--- src/rtl/multicycle_control_if.sv ---
// Handshake/control bundle between the multicycle control unit and the IR, memories and datapath.
interface multicycle_control_if #(
   parameter int OPCODE_W = 7
);
   logic [OPCODE_W-1:0] opcode_w_i;
   logic                imem_ack_w_i_h;
   logic                dmem_ack_w_i_h;
   logic                stall_w_i_h;

   logic                imem_req_w_o_h;
   logic                ir_load_w_o_h;
   logic                dmem_req_w_o_h;
   logic                dmem_we_w_o_h;
   logic                pc_write_w_o_h;
   logic                retire_w_o_h;
   logic                reg_write_w_o_h;
   logic                mem_rd_w_o_h;
   logic                branch_w_o_h;
   logic                jal_w_o_h;
   logic                cmp_branch_w_o_h;
   logic                mem_to_reg_w_o_h;
   logic                imm_to_reg_w_o_h;
   logic                alu_src_a_w_o;
   logic                alu_src_b_w_o;
   logic                pc_to_reg_w_o;
   logic                illegal_w_o_h;
   logic                bus_err_w_o_h;
   logic [2:0]          state_w_o;

   modport master (
      input  opcode_w_i, imem_ack_w_i_h, dmem_ack_w_i_h, stall_w_i_h,
      output imem_req_w_o_h, ir_load_w_o_h, dmem_req_w_o_h, dmem_we_w_o_h,
             pc_write_w_o_h, retire_w_o_h, reg_write_w_o_h, mem_rd_w_o_h,
             branch_w_o_h, jal_w_o_h, cmp_branch_w_o_h, mem_to_reg_w_o_h,
             imm_to_reg_w_o_h, alu_src_a_w_o, alu_src_b_w_o, pc_to_reg_w_o,
             illegal_w_o_h, bus_err_w_o_h, state_w_o
   );

   modport slave (
      output opcode_w_i, imem_ack_w_i_h, dmem_ack_w_i_h, stall_w_i_h,
      input  imem_req_w_o_h, ir_load_w_o_h, dmem_req_w_o_h, dmem_we_w_o_h,
             pc_write_w_o_h, retire_w_o_h, reg_write_w_o_h, mem_rd_w_o_h,
             branch_w_o_h, jal_w_o_h, cmp_branch_w_o_h, mem_to_reg_w_o_h,
             imm_to_reg_w_o_h, alu_src_a_w_o, alu_src_b_w_o, pc_to_reg_w_o,
             illegal_w_o_h, bus_err_w_o_h, state_w_o
   );
endinterface

--- src/rtl/multicycle_control.sv ---
// RV32I multicycle control FSM; `MULTICYCLE_CTRL_FENCE_NOP_EN makes FENCE/SYSTEM legal NOPs.
// Latency 4 cycles FETCH->FETCH (LOAD 5), +1 per ack wait; stall holds DECODE/EXEC/WB, ack waits trap after TIMEOUT_CYCLES.
module multicycle_control #(
   parameter int TIMEOUT_CYCLES = 200,
   parameter int TIMEOUT_W      = 8,
   parameter int OPCODE_W       = 7
) (
   input  logic                 clk_w_i,
   input  logic                 rst_w_i_l,
   multicycle_control_if.master bus
);

   typedef enum logic [2:0] {
      IDLE   = 3'd0,
      FETCH  = 3'd1,
      DECODE = 3'd2,
      EXEC   = 3'd3,
      MEM    = 3'd4,
      WB     = 3'd5,
      TRAP   = 3'd6
   } state_t;

   typedef struct packed {
      logic rw;
      logic mwr;
      logic mrd;
      logic br;
      logic m2r;
      logic jal;
      logic i2r;
      logic a;
      logic b;
      logic p2r;
      logic cmp;
   } ctrl_t;

   localparam logic [OPCODE_W-1:0] OP_JAL    = OPCODE_W'(7'b1101111);
   localparam logic [OPCODE_W-1:0] OP_LUI    = OPCODE_W'(7'b0110111);
   localparam logic [OPCODE_W-1:0] OP_AUIPC  = OPCODE_W'(7'b0010111);
   localparam logic [OPCODE_W-1:0] OP_BRANCH = OPCODE_W'(7'b1100011);
   localparam logic [OPCODE_W-1:0] OP_STORE  = OPCODE_W'(7'b0100011);
   localparam logic [OPCODE_W-1:0] OP_JALR   = OPCODE_W'(7'b1100111);
   localparam logic [OPCODE_W-1:0] OP_LOAD   = OPCODE_W'(7'b0000011);
   localparam logic [OPCODE_W-1:0] OP_IMM    = OPCODE_W'(7'b0010011);
   localparam logic [OPCODE_W-1:0] OP_OP     = OPCODE_W'(7'b0110011);
`ifdef MULTICYCLE_CTRL_FENCE_NOP_EN
   localparam logic [OPCODE_W-1:0] OP_FENCE  = OPCODE_W'(7'b0001111);
   localparam logic [OPCODE_W-1:0] OP_SYSTEM = OPCODE_W'(7'b1110011);
`endif

   // With TIMEOUT_CYCLES==0 the truncated constant is never compared.
   localparam logic [TIMEOUT_W-1:0] TMO_LAST = TIMEOUT_W'(TIMEOUT_CYCLES - 1);

   state_t               state, state_nxt;
   ctrl_t                ctrl_q, dec_cw, ctrl_vis;
   logic                 dec_legal;
   logic [TIMEOUT_W-1:0] tmo_cnt;
   logic                 tmo_hit;
   logic                 illegal_q, bus_err_q;
   logic                 set_illegal, set_bus_err;

   always_comb begin
      dec_legal = 1'b1;
      dec_cw    = '0;
      case (bus.opcode_w_i)
         OP_JAL:    dec_cw = 11'b1_0_0_1_0_1_0_1_1_1_0;
         OP_LUI:    dec_cw = 11'b1_0_0_0_0_0_1_0_0_0_0;
         OP_AUIPC:  dec_cw = 11'b1_0_0_0_0_0_0_1_1_0_0;
         OP_BRANCH: dec_cw = 11'b0_0_0_1_0_0_0_1_1_0_1;
         OP_STORE:  dec_cw = 11'b0_1_0_0_0_0_0_0_0_0_0;
         OP_JALR:   dec_cw = 11'b1_0_0_1_0_1_0_1_1_1_0;
         OP_LOAD:   dec_cw = 11'b1_0_1_0_1_0_0_0_1_0_0;
         OP_IMM:    dec_cw = 11'b1_0_0_0_0_0_0_0_1_0_0;
         OP_OP:     dec_cw = 11'b1_0_0_0_0_0_0_0_0_0_0;
`ifdef MULTICYCLE_CTRL_FENCE_NOP_EN
         OP_FENCE, OP_SYSTEM: dec_cw = '0;
`endif
         default:   dec_legal = 1'b0;
      endcase
   end

   // An ack in the last allowed cycle still wins over the timeout.
   assign tmo_hit = (TIMEOUT_CYCLES != 0) && (tmo_cnt == TMO_LAST);

   always_ff @(posedge clk_w_i or negedge rst_w_i_l) begin
      if (!rst_w_i_l) begin
         state     <= IDLE;
         ctrl_q    <= '0;
         tmo_cnt   <= '0;
         illegal_q <= 1'b0;
         bus_err_q <= 1'b0;
      end else begin
         state <= state_nxt;
         if (state == DECODE && state_nxt == EXEC)
            ctrl_q <= dec_cw;
         if (state != state_nxt)
            tmo_cnt <= '0;
         else if (state == FETCH || state == MEM)
            tmo_cnt <= tmo_cnt + 1'b1;
         if (set_illegal)
            illegal_q <= 1'b1;
         if (set_bus_err)
            bus_err_q <= 1'b1;
      end
   end

   always_comb begin
      state_nxt           = state;
      set_illegal         = 1'b0;
      set_bus_err         = 1'b0;
      bus.imem_req_w_o_h  = 1'b0;
      bus.ir_load_w_o_h   = 1'b0;
      bus.dmem_req_w_o_h  = 1'b0;
      bus.dmem_we_w_o_h   = 1'b0;
      bus.pc_write_w_o_h  = 1'b0;
      bus.retire_w_o_h    = 1'b0;
      bus.reg_write_w_o_h = 1'b0;
      case (state)
         IDLE: state_nxt = FETCH;
         FETCH: begin
            bus.imem_req_w_o_h = 1'b1;
            if (bus.imem_ack_w_i_h) begin
               bus.ir_load_w_o_h = 1'b1;
               state_nxt         = DECODE;
            end else if (tmo_hit) begin
               set_bus_err = 1'b1;
               state_nxt   = TRAP;
            end
         end
         DECODE: begin
            if (!bus.stall_w_i_h) begin
               if (dec_legal) begin
                  state_nxt = EXEC;
               end else begin
                  set_illegal = 1'b1;
                  state_nxt   = TRAP;
               end
            end
         end
         EXEC: begin
            if (!bus.stall_w_i_h)
               state_nxt = (ctrl_q.mrd || ctrl_q.mwr) ? MEM : WB;
         end
         MEM: begin
            bus.dmem_req_w_o_h = 1'b1;
            bus.dmem_we_w_o_h  = ctrl_q.mwr;
            if (bus.dmem_ack_w_i_h) begin
               // Stores have nothing to write back, so they retire on the ack.
               if (ctrl_q.mwr) begin
                  bus.pc_write_w_o_h = 1'b1;
                  bus.retire_w_o_h   = 1'b1;
                  state_nxt          = FETCH;
               end else begin
                  state_nxt = WB;
               end
            end else if (tmo_hit) begin
               set_bus_err = 1'b1;
               state_nxt   = TRAP;
            end
         end
         WB: begin
            if (!bus.stall_w_i_h) begin
               bus.reg_write_w_o_h = ctrl_q.rw;
               bus.pc_write_w_o_h  = 1'b1;
               bus.retire_w_o_h    = 1'b1;
               state_nxt           = FETCH;
            end
         end
         TRAP:    state_nxt = TRAP;
         default: state_nxt = TRAP;
      endcase
   end

   assign ctrl_vis = (state == EXEC || state == MEM || state == WB) ? ctrl_q : '0;

   assign bus.mem_rd_w_o_h     = ctrl_vis.mrd;
   assign bus.branch_w_o_h     = ctrl_vis.br;
   assign bus.jal_w_o_h        = ctrl_vis.jal;
   assign bus.cmp_branch_w_o_h = ctrl_vis.cmp;
   assign bus.mem_to_reg_w_o_h = ctrl_vis.m2r;
   assign bus.imm_to_reg_w_o_h = ctrl_vis.i2r;
   assign bus.alu_src_a_w_o    = ctrl_vis.a;
   assign bus.alu_src_b_w_o    = ctrl_vis.b;
   assign bus.pc_to_reg_w_o    = ctrl_vis.p2r;
   assign bus.illegal_w_o_h    = illegal_q;
   assign bus.bus_err_w_o_h    = bus_err_q;
   assign bus.state_w_o        = state;

endmodule

--- src/flat_wrapper.sv ---
// flat-port wrapper written by rule: the top's interface ports become plain ports
module multicycle_control_flat 
#(
   parameter int TIMEOUT_CYCLES = 200,
   parameter int TIMEOUT_W      = 8,
   parameter int OPCODE_W       = 7
)
  (clk_w_i, rst_w_i_l, bus_opcode_w_i, bus_imem_ack_w_i_h, bus_dmem_ack_w_i_h, bus_stall_w_i_h, bus_imem_req_w_o_h, bus_ir_load_w_o_h, bus_dmem_req_w_o_h, bus_dmem_we_w_o_h, bus_pc_write_w_o_h, bus_retire_w_o_h, bus_reg_write_w_o_h, bus_mem_rd_w_o_h, bus_branch_w_o_h, bus_jal_w_o_h, bus_cmp_branch_w_o_h, bus_mem_to_reg_w_o_h, bus_imm_to_reg_w_o_h, bus_alu_src_a_w_o, bus_alu_src_b_w_o, bus_pc_to_reg_w_o, bus_illegal_w_o_h, bus_bus_err_w_o_h, bus_state_w_o);
  multicycle_control_if #(.OPCODE_W(OPCODE_W)) bus_i ();
  input  logic clk_w_i;
  input  logic rst_w_i_l;
  input wire logic [$bits(bus_i.opcode_w_i)-1:0] bus_opcode_w_i;
  input wire logic [$bits(bus_i.imem_ack_w_i_h)-1:0] bus_imem_ack_w_i_h;
  input wire logic [$bits(bus_i.dmem_ack_w_i_h)-1:0] bus_dmem_ack_w_i_h;
  input wire logic [$bits(bus_i.stall_w_i_h)-1:0] bus_stall_w_i_h;
  output wire logic [$bits(bus_i.imem_req_w_o_h)-1:0] bus_imem_req_w_o_h;
  output wire logic [$bits(bus_i.ir_load_w_o_h)-1:0] bus_ir_load_w_o_h;
  output wire logic [$bits(bus_i.dmem_req_w_o_h)-1:0] bus_dmem_req_w_o_h;
  output wire logic [$bits(bus_i.dmem_we_w_o_h)-1:0] bus_dmem_we_w_o_h;
  output wire logic [$bits(bus_i.pc_write_w_o_h)-1:0] bus_pc_write_w_o_h;
  output wire logic [$bits(bus_i.retire_w_o_h)-1:0] bus_retire_w_o_h;
  output wire logic [$bits(bus_i.reg_write_w_o_h)-1:0] bus_reg_write_w_o_h;
  output wire logic [$bits(bus_i.mem_rd_w_o_h)-1:0] bus_mem_rd_w_o_h;
  output wire logic [$bits(bus_i.branch_w_o_h)-1:0] bus_branch_w_o_h;
  output wire logic [$bits(bus_i.jal_w_o_h)-1:0] bus_jal_w_o_h;
  output wire logic [$bits(bus_i.cmp_branch_w_o_h)-1:0] bus_cmp_branch_w_o_h;
  output wire logic [$bits(bus_i.mem_to_reg_w_o_h)-1:0] bus_mem_to_reg_w_o_h;
  output wire logic [$bits(bus_i.imm_to_reg_w_o_h)-1:0] bus_imm_to_reg_w_o_h;
  output wire logic [$bits(bus_i.alu_src_a_w_o)-1:0] bus_alu_src_a_w_o;
  output wire logic [$bits(bus_i.alu_src_b_w_o)-1:0] bus_alu_src_b_w_o;
  output wire logic [$bits(bus_i.pc_to_reg_w_o)-1:0] bus_pc_to_reg_w_o;
  output wire logic [$bits(bus_i.illegal_w_o_h)-1:0] bus_illegal_w_o_h;
  output wire logic [$bits(bus_i.bus_err_w_o_h)-1:0] bus_bus_err_w_o_h;
  output wire logic [$bits(bus_i.state_w_o)-1:0] bus_state_w_o;
  assign bus_i.opcode_w_i = bus_opcode_w_i;
  assign bus_i.imem_ack_w_i_h = bus_imem_ack_w_i_h;
  assign bus_i.dmem_ack_w_i_h = bus_dmem_ack_w_i_h;
  assign bus_i.stall_w_i_h = bus_stall_w_i_h;
  assign bus_imem_req_w_o_h = bus_i.imem_req_w_o_h;
  assign bus_ir_load_w_o_h = bus_i.ir_load_w_o_h;
  assign bus_dmem_req_w_o_h = bus_i.dmem_req_w_o_h;
  assign bus_dmem_we_w_o_h = bus_i.dmem_we_w_o_h;
  assign bus_pc_write_w_o_h = bus_i.pc_write_w_o_h;
  assign bus_retire_w_o_h = bus_i.retire_w_o_h;
  assign bus_reg_write_w_o_h = bus_i.reg_write_w_o_h;
  assign bus_mem_rd_w_o_h = bus_i.mem_rd_w_o_h;
  assign bus_branch_w_o_h = bus_i.branch_w_o_h;
  assign bus_jal_w_o_h = bus_i.jal_w_o_h;
  assign bus_cmp_branch_w_o_h = bus_i.cmp_branch_w_o_h;
  assign bus_mem_to_reg_w_o_h = bus_i.mem_to_reg_w_o_h;
  assign bus_imm_to_reg_w_o_h = bus_i.imm_to_reg_w_o_h;
  assign bus_alu_src_a_w_o = bus_i.alu_src_a_w_o;
  assign bus_alu_src_b_w_o = bus_i.alu_src_b_w_o;
  assign bus_pc_to_reg_w_o = bus_i.pc_to_reg_w_o;
  assign bus_illegal_w_o_h = bus_i.illegal_w_o_h;
  assign bus_bus_err_w_o_h = bus_i.bus_err_w_o_h;
  assign bus_state_w_o = bus_i.state_w_o;
  multicycle_control #(.TIMEOUT_CYCLES(TIMEOUT_CYCLES), .TIMEOUT_W(TIMEOUT_W), .OPCODE_W(OPCODE_W)) u_core (.clk_w_i(clk_w_i), .rst_w_i_l(rst_w_i_l), .bus(bus_i));
endmodule
--- config.mk ---
export PLATFORM = sky130hd
export DESIGN_NAME = multicycle_control_flat
export DESIGN_NICKNAME = d
export VERILOG_FILES = /design/src/rtl/multicycle_control_if.sv /design/src/rtl/multicycle_control.sv /design/src/flat_wrapper.sv
export SDC_FILE = /design/constraint.sdc
export NUM_CORES = 1
export LEC_CHECK = 0
export ABC_AREA = 0
export CORE_ASPECT_RATIO = 1.4
export CORE_MARGIN = 3
export CORE_UTILIZATION = 52
export DETAILED_ROUTE_END_ITERATION = 6
export MAX_ROUTING_LAYER = met4
export PLACE_DENSITY = 0.84
export SLEW_MARGIN = 10
export SYNTH_ARGS = -nofsm -noshare
export SYNTH_HDL_FRONTEND = slang
export SYNTH_SLANG_ARGS = --single-unit
--- constraint.sdc ---
create_clock -name clk_w_i -period 2.7 [get_ports clk_w_i]
set_input_delay 0.54 -clock clk_w_i [delete_from_list [all_inputs] [get_ports clk_w_i]]
set_output_delay 0.54 -clock clk_w_i [all_outputs]
set_load 0.02 [all_outputs]
==> impl_metrics.json, run 1 <==
{
  "hold_buffers": 0,
  "hold_violations": 0,
  "rsz0062_at_grt": "no",
  "async_reset_ff_share_pct": 100,
  "clock_skew_ns": 0.0103,
  "clk_latency_ns": 0.32,
  "max_cap_viol_count": 0,
  "cts_tree": "yes",
  "syn_nets": 168,
  "hold_class": "reg -> reg",
  "io-pin-count": 33,
  "start_util_pct": 55.2,
  "placed_area_sq_um": 1840,
  "grt_util_all_layers_pct": 22.2,
  "finalNonFillerCells": 226,
  "cts.reportedPaths.clkPinSlew_ns": 0.12,
  "final-setup-viol-count": 0,
  "synth_area_leaders": "dfrtp_1 37%, mux2_4 8.2%, nor2_1 4.3%",
  "vdd_drop_max_v": 0.000655,
  "dp.cells": 222,
  "vias": 1292,
  "crit_required_ns": 2.16,
  "synth.largest_area_cell": "dfrtp_1",
  "num-fill-cells": 215,
  "powerDensity_nw_per_um2": 764,
  "portBuffers": 32,
  "period_minus_slack_ns": 2.59,
  "core_sq_um": 2670,
  "via_per_inst": 5.72,
  "drc_errors": 0,
  "htreeDepth": 1,
  "stdcell_area_sq_um": 1900,
  "drt_iter0_drc": 59,
  "start_kind": "input port",
  "synth_seq_area_share_pct": 37.4,
  "synth_top_area_share_pct": 37.4,
  "clockBufferDepth": 2,
  "yosysWarnings": 0,
  "final_nets": 204,
  "setup_tns_ns": 0,
  "drive_gt1_share_pct": 16.8,
  "crit_path_max_fanout": 3,
  "place_congestion": 0.869,
  "syn_avg_cell_area_sq_um": 9.50,
  "ant_nets": 0,
  "holdPathStages": 1,
  "grt_pass1_vias": 1336,
  "synthCells": 155,
  "ys.flop_type": "dfrtp_1",
  "core.rowCount": 22,
  "grt_overflow": 0,
  "ys_ff_latch": 22,
  "min_period_over_period_pct": 95.8,
  "clock-sinks": 22,
  "max_freq_mhz": 386,
  "synth.most_common_cell": "dfrtp_1",
  "p_leak_uw": 0.000784,
  "status": "finished clean",
  "cts_root_buf": "clkbuf_4",
  "die_area_sq_um": 3520,
  "grt_max_degree": 23,
  "wire_per_inst_um": 15.3,
  "drt_first_pass_iters": 4,
  "r2r_cells": 4,
  "slew_headroom_pct": 73.2,
  "post-dp-hpwl_mm": 2.51,
  "grt_pass1_wl_mm": 5.82,
  "routed_wl_mm": 3.45,
  "worst_pin_slew_ns": 0.400,
  "worstSetupEndpointType": "primary output",
  "yosysUniqueCellTypes": 48,
  "worstSetupPathType": "in -> out",
  "syn_area_sq_um": 1470,
  "cp_data_arrival_time_ns": 2.05,
  "antenna_found_initial": 0,
  "yosys-top-cells-count": "22 x dfrtp_1, 17 x nor2_1, 15 x nand2_1",
  "cts_inserted_buffers": 3,
  "area_growth_pct": 28.7,
  "whs_ns": 0.486,
  "fp.dieH_um": 69.0,
  "slew_violations": 0,
  "diodes": 0,
  "die_w_um": 51.0,
  "synth_edf_count": 0
}
-- worst paths after layout --
kind,startpoint,endpoint,slack (ns)
worst max-delay path,bus_stall_w_i_h,bus_pc_write_w_o_h,0.11
worst min-delay path,u_core.bus.illegal_w_o_h,u_core.bus.illegal_w_o_h,0.49
worst max register to register,u_core.tmo_cnt[3],u_core.bus.state_w_o[0],0.88
worst min register to register,u_core.bus.illegal_w_o_h,u_core.bus.illegal_w_o_h,0.49
max in group asynchronous,rst_w_i_l,u_core.tmo_cnt[6],1.92
min in group asynchronous,rst_w_i_l,u_core.tmo_cnt[3],0.54
-- repair_timing --
item | in CTS | in global routing
setup buffers | 0 | 0
resized for setup | 0 | 1
setup endpoints to repair | 0 | 9
-- per-layer routing --
layer / GRT usage (%) / routed length [um] / vias up
met5: - / 0 / -
met4: 9.76 / 91 / 0
met3: 3.01 / 145 / 12
met2: 39.4 / 1850 / 40
met1: 24.8 / 1360 / 618
li1: - / - / 622
-- critical path, cell delays in order --
cell and delay (ns):
clkdlybuf4s50_1 0.44, nand2b_1 0.22, a21oi_1 0.20, clkdlybuf4s50_1 0.64
-- sequential cells by signal, summed over array words and instances, names as in the netlist --
signal,flops
u_core.ctrl_q,9
u_core.tmo_cnt,8
u_core.bus.state_w_o,3
u_core.bus.bus_err_w_o_h,1
u_core.bus.illegal_w_o_h,1
-- cell families after synthesis --
kind of cell / synth area share (%)
AND/OR/NAND/NOR: 29.7
AO/OA/AOI/OAI: 13.9
flip-flops: 37.4
buffers and inverters: 4.76
XOR/XNOR: 5.27
multiplexers: 8.16
adder cells (fa/ha/maj): 0.849
-- final cells by class --
class / instances / area (sq um) / share of cell area [%]
well taps: 36 / 45.0 / 2.38
multi-input cells: 120 / 856 / 45.1
repair buffers: 39 / 373 / 19.7
flip-flops and latches: 22 / 551 / 29.0
clock inverters: 1 / 30.0 / 1.58
inverters: 5 / 18.8 / 0.990
clock buffers: 3 / 22.5 / 1.19
-- power breakdown --
part	internal (uW)	switching, uW
registers	368	32.8
clock network	150	108
logic	332	457
total	851	598
-- stage by stage --
step           worst slack (ns)  total power, uW  util (%)
2_1_floorplan             0.602              919         -
3_3_place_gp              0.232             1150      68.9
3_5_place_dp              0.201             1170      68.9
4_1_cts                  0.0279             1440      70.9
5_1_grt                 0.00974             1540      71.0
6_report                  0.112             1450      71.0
-- cells in the final DEF (no fill, tap or decap), types with 2 or more instances in the layout --
master / synthesis / routed
a21o_1: 2 / 2
a21oi_1: 8 / 8
and2_1: 9 / 9
and3_1: 3 / 3
buf_4: 3 / 7
clkbuf_4: 0 / 3
clkdlybuf4s50_1: 0 / 32
dfrtp_1: 22 / 22
inv_1: 4 / 4
mux2_4: 8 / 8
nand2_1: 15 / 15
nand2b_1: 4 / 4
nand3_1: 3 / 3
nor2_1: 17 / 17
nor2b_1: 4 / 4
nor3_1: 4 / 4
nor4_1: 2 / 2
nor4b_2: 2 / 2
o21ai_0: 5 / 5
o21bai_1: 2 / 2
xnor2_1: 7 / 7
Note: power is estimated with default switching activity, not from simulation.
==> run 2, diff against run 1 <==
--- a/config.mk
+++ b/config.mk
@@ -6,12 +6,13 @@
 export NUM_CORES = 1
 export LEC_CHECK = 0
 export ABC_AREA = 0
+export ABC_CLOCK_PERIOD_IN_PS = 2700
 export CORE_ASPECT_RATIO = 1.4
 export CORE_MARGIN = 3
 export CORE_UTILIZATION = 52
 export DETAILED_ROUTE_END_ITERATION = 6
 export MAX_ROUTING_LAYER = met4
-export PLACE_DENSITY = 0.84
+export PLACE_DENSITY = 0.86
 export SLEW_MARGIN = 10
 export SYNTH_ARGS = -nofsm -noshare
 export SYNTH_HDL_FRONTEND = slang
==> impl_metrics.json, run 2 (synthesized netlist as in run 1, its figures left out) <==
{
  "clockBufferDepth": 2,
  "worstSetupPathType": "in -> out",
  "core.rowCount": 22,
  "fp.dieH_um": 69.0,
  "via_per_inst": 5.65,
  "cts_tree": "yes",
  "switching_share_pct": 41.4,
  "htreeDepth": 1,
  "largest_register": "u_core.ctrl_q",
  "crit_required_ns": 2.16,
  "antenna_found_initial": 0,
  "fin_util_pct": 70.8,
  "grt_overflow": 0,
  "post-dp-hpwl_mm": 2.50,
  "period_minus_slack_ns": 2.58,
  "die_area_sq_um": 3520,
  "finalWorstSetupSlack_ns": 0.122,
  "ant_nets": 0,
  "final-setup-viol-count": 0,
  "crit_path_max_fanout": 3,
  "cts_setup_buffers": 0,
  "clock-sinks": 22,
  "drive_gt1_share_pct": 17.5,
  "setup_tns_ns": 0,
  "vias": 1272,
  "drt_first_pass_iters": 4,
  "comb_power_share_pct": 52.9,
  "num-fill-cells": 207,
  "cts_root_buf": "clkbuf_4",
  "powerDensity_nw_per_um2": 761,
  "cp_data_arrival_time_ns": 2.04,
  "finalNonFillerCells": 225,
  "vdd_drop_max_v": 0.000682,
  "stdcell_area_sq_um": 1890,
  "p_int_uw": 844,
  "core_sq_um": 2670,
  "placed_area_sq_um": 1830,
  "start_kind": "input port",
  "cts_inserted_buffers": 3,
  "wire_per_inst_um": 14.9,
  "drt_iter0_drc": 45,
  "pwr-share-clk_pct": 17.8,
  "drc_errors": 0,
  "cts.reportedPaths.clkPinSlew_ns": 0.12,
  "largest_register_ffs": 9,
  "hold_buffers": 0,
  "final_nets": 203,
  "place_congestion": 0.876,
  "die_w_um": 51.0,
  "crit_start": "bus_stall_w_i_h",
  "grt_pass1_wl_mm": 5.62,
  "r2r_cells": 4,
  "endpoint": "bus_reg_write_w_o_h",
  "most-common-layout-cells": "32 x clkdlybuf4s50_1, 20 x dfrtp_1, 17 x nor2_1, 15 x nand2_1, 9 x and2_1",
  "hold_violations": 0,
  "grt_util_all_layers_pct": 22.0,
  "status": "finished clean",
  "min_period_over_period_pct": 95.5,
  "layout_commonest_cell": "clkdlybuf4s50_1",
  "p_switching_uw": 596,
  "clock_skew_ns": 0.00582,
  "worst_pin_slew_ns": 0.419,
  "grt_max_degree": 23,
  "io-pin-count": 33,
  "p_leak_uw": 0.000778,
  "grt_pass1_vias": 1267,
  "dp.cells": 221,
  "worstSetupEndpointType": "primary output",
  "clk_latency_ns": 0.31,
  "max_freq_mhz": 388,
  "timing.rr.end": "u_core.tmo_cnt[6]",
  "rsz0062_at_grt": "no",
  "slew_headroom_pct": 71.9,
  "slew_violations": 0,
  "max_cap_viol_count": 0,
  "area_growth_pct": 28.4,
  "routed_wl_mm": 3.35,
  "r2r_start": "u_core.tmo_cnt[3]",
  "r2r_slack_ns": 0.98,
  "start_util_pct": 55.2,
  "diodes": 0,
  "hold_class": "reg -> reg",
  "dp_worst_setup_slack_ns": 0.190,
  "p_seq_share_pct": 29.4,
  "portBuffers": 32
}
run 2: changes by cell type in the layout (fill, tap and decap cells not counted):
cell,before,now
buf_4,7,6
dfrtp_1,22,20
dfrtp_2,0,2
run 2: worst min-delay path by stage:
stage	from	end	depth (start not counted)
2_1_floorplan	rst_w_i_l	u_core.bus.bus_err_w_o_h	0
3_3_place_gp	u_core.bus.illegal_w_o_h	u_core.bus.illegal_w_o_h	1
3_5_place_dp	u_core.bus.illegal_w_o_h	u_core.bus.illegal_w_o_h	1
4_1_cts	u_core.bus.illegal_w_o_h	u_core.bus.illegal_w_o_h	1
5_1_grt	u_core.bus.illegal_w_o_h	u_core.bus.illegal_w_o_h	1
6_report	u_core.bus.illegal_w_o_h	u_core.bus.illegal_w_o_h	1
run 2: power by group through the flow:
stage          clock [uW]  sequential [uW]  combinational (uW)
2_1_floorplan           0              449                 469
3_3_place_gp            0              420                 721
3_5_place_dp            0              425                 735
4_1_cts               260              420                 757
5_1_grt               275              433                 819
6_report              256              423                 761
run 2: metrics by stage:
step	power, uW	hold slack, ns
after floorplan	919	0.244
after global placement	1140	0.445
after detailed placement	1160	0.454
after CTS	1440	0.487
after global routing	1530	0.515
final	1440	0.478
run 2: area by class of cell:
cell class              instances  area (sq um)  area share (%)
multi-input cells             120           856            45.3
flip-flops and latches         22           553            29.3
repair buffers                 38           365            19.3
well taps                      36          45.0            2.38
clock inverters                 1          30.0            1.59
clock buffers                   3          22.5            1.19
inverters                       5          18.8           0.993
run 2: metal layers:
layer / part of all wire, % / wire (um) / GRT usage (%)
met1: 38 / 1280 / 22.5
met2: 54 / 1800 / 41.3
met3: 4.1 / 138 / 3.01
met4: 3.7 / 125 / 10.1
met5: 0 / 0 / -
run 2: worst max-delay path, cell delays in order:
cell             delay (ns)
clkdlybuf4s50_1        0.41
nand2b_1               0.18
nor3_1                 0.22
clkdlybuf4s50_1        0.69
run 2: what timing repair did:
item | 4_1_cts | 5_1_grt
resized for setup | 1 | 2
endpoints found under the setup margin | 9 | 8
cloned | 0 | 0
==> variant (config.mk and constraints of run 2) <==
Build with the macro `MULTICYCLE_CTRL_FENCE_NOP_EN` defined.
--- a/src/rtl/multicycle_control.sv
+++ b/src/rtl/multicycle_control.sv
@@ -2,2 +2,4 @@
 // Latency 4 cycles FETCH->FETCH (LOAD 5), +1 per ack wait; stall holds DECODE/EXEC/WB, ack waits trap after TIMEOUT_CYCLES.
+`define MULTICYCLE_CTRL_FENCE_NOP_EN
+
 module multicycle_control #(
Check against the original RTL: not equivalent (a bounded check fails within 4 cycles, from zero or initial values and one cycle with rst_w_i_l low).
==> variant against run 2 <==
- setup slack worse by 20 ps
- clock skew shrank 3.4 ps
- count of clock-buffer cells in the layout increased by 1
- via count down 2.8%
- design area shrank 7.3%
- global-route usage fell by 0.86 points
- synthesized area decreased by 8.4%
- power decreased by 8.1%
- first-iteration DRC count down 8.9%
- die area is 7.6% lower
- sequential cell count unchanged
- wire length down 7.9%
- critical path type unchanged
- critical endpoint unchanged
- largest cell class unchanged
==> variant: results (changes against run 2) <==
Parameter                              Value

Outcome
  Result of the run    finished, final reports clean

Final layout
  Share of final layout cell area taken by non-clock buffers    0.211 (+0.0180)
  Fraction of area in registers    0.315 (+0.0230)
  Multi-input combinational cell area    709 um2 (-17%)
  Count of non-filler cells in the finished layout    219 (-2.7%)
  Total number of multi-input combinational cells    110 (-8.3%)
  Number of fill cells in the layout    195 (-5.8%)
  Fraction of area in multi-input gates    0.405 (-0.0480)

Setup path
  Crit-path max cell delay    640 ps (-50 ps)
  Slack of the worst reg-to-reg path    700 ps (-280 ps)
  Startpoint of the worst register-to-register path    u_core.tmo_cnt[0]
  Worst EP arrival    2060 ps (+20 ps)
  Number of cells on the worst reg-to-reg path    6 (+2)

Drt
  Average wire per cell in the routed design    14.1 um (-5.4%)

Synth
  Synth area leaders    sky130_fd_sc_hd__dfrtp_1 (41%), sky130_fd_sc_hd__mux2_2 (6.7%), sky130_fd_sc_hd__nor2_1 (4.7%)
  Netlist cell types    39 (-19%)
  Cell count after synthesis    151 (-2.6%)
  Sequential fraction of the synthesis area    0.408 (+0.0343)
  Synthesized Nets    164 (-2.4%)

Power
  Static Leak    0.000786 uW (+0.99%)
  VDD IR-drop max    0.619 mV (-9.3%)
  Internal power component    758 uW (-10%)
  Combinational power share    0.526 (-0.003)
  Switching power total    565 uW (-5.1%)
  Clock net power    179 uW (-30%)

STA
  Worst-Margin Slew    449 ps (+30.4 ps)
  Worst Skew    2.43 ps (-3.40 ps)

Placed design
  Post-Place Worst Slack    84.3 ps (-106 ps)
  Total half-perimeter wirelength after legalization and detailed placement    2.43 mm (-3.0%)

Die
  Die boundary width    49.0 um (-3.8%)

Global routing
  Global-route wire length before repair    5.26 mm (-6.4%)
  Global routing usage summed across all routing layers    0.211 (-0.00864)
==> variant: worst reg2reg max path, cell delays in order (launching register included) <==
cell	delay (ps)
sky130_fd_sc_hd__dfrtp_1	410
sky130_fd_sc_hd__ha_1	230
sky130_fd_sc_hd__nand4_1	110
sky130_fd_sc_hd__or4_4	460
sky130_fd_sc_hd__a22o_1	300
sky130_fd_sc_hd__o211ai_4	290
sky130_fd_sc_hd__nor2_1	100
==> variant: repair_timing <==
item | in CTS | in global routing
pin swaps | 0 | 0
endpoints found under the hold margin | 0 | 0
resized for setup | 1 | 4
setup endpoints to repair | 1 | 12
==> variant: worst max-delay path by stage <==
stage | to | slack, ps | cells after the start
2_1_floorplan | bus_pc_to_reg_w_o | 560 | 6
3_3_place_gp | bus_reg_write_w_o_h | 170 | 5
3_5_place_dp | u_core.ctrl_q[7] | 80 | 7
4_1_cts | bus_mem_to_reg_w_o_h | 50 | 5
5_1_grt | bus_reg_write_w_o_h | 6 | 5
6_report | bus_reg_write_w_o_h | 100 | 5
==> variant: metal layers <==
metal / wire length, um / part of all wire / GRT usage / vias up
li1: - / - / - / 590
met4: 55 / 0.018 / 0.0641 / 0
met3: 141 / 0.046 / 0.0339 / 6
met2: 1730 / 0.56 / 0.396 / 41
met5: 0 / 0 / - / -
met1: 1150 / 0.37 / 0.227 / 600
==> variant: cell families after synthesis <==
logic type,after synthesis,share of synthesized area
XOR/XNOR,8,0.0519
AND/OR/NAND/NOR,63,0.245
flip-flops,22,0.408
adder cells (fa/ha/maj),1,0.00927
buffers and inverters,19,0.0677
AO/OA/AOI/OAI,29,0.144
multiplexers,9,0.0742
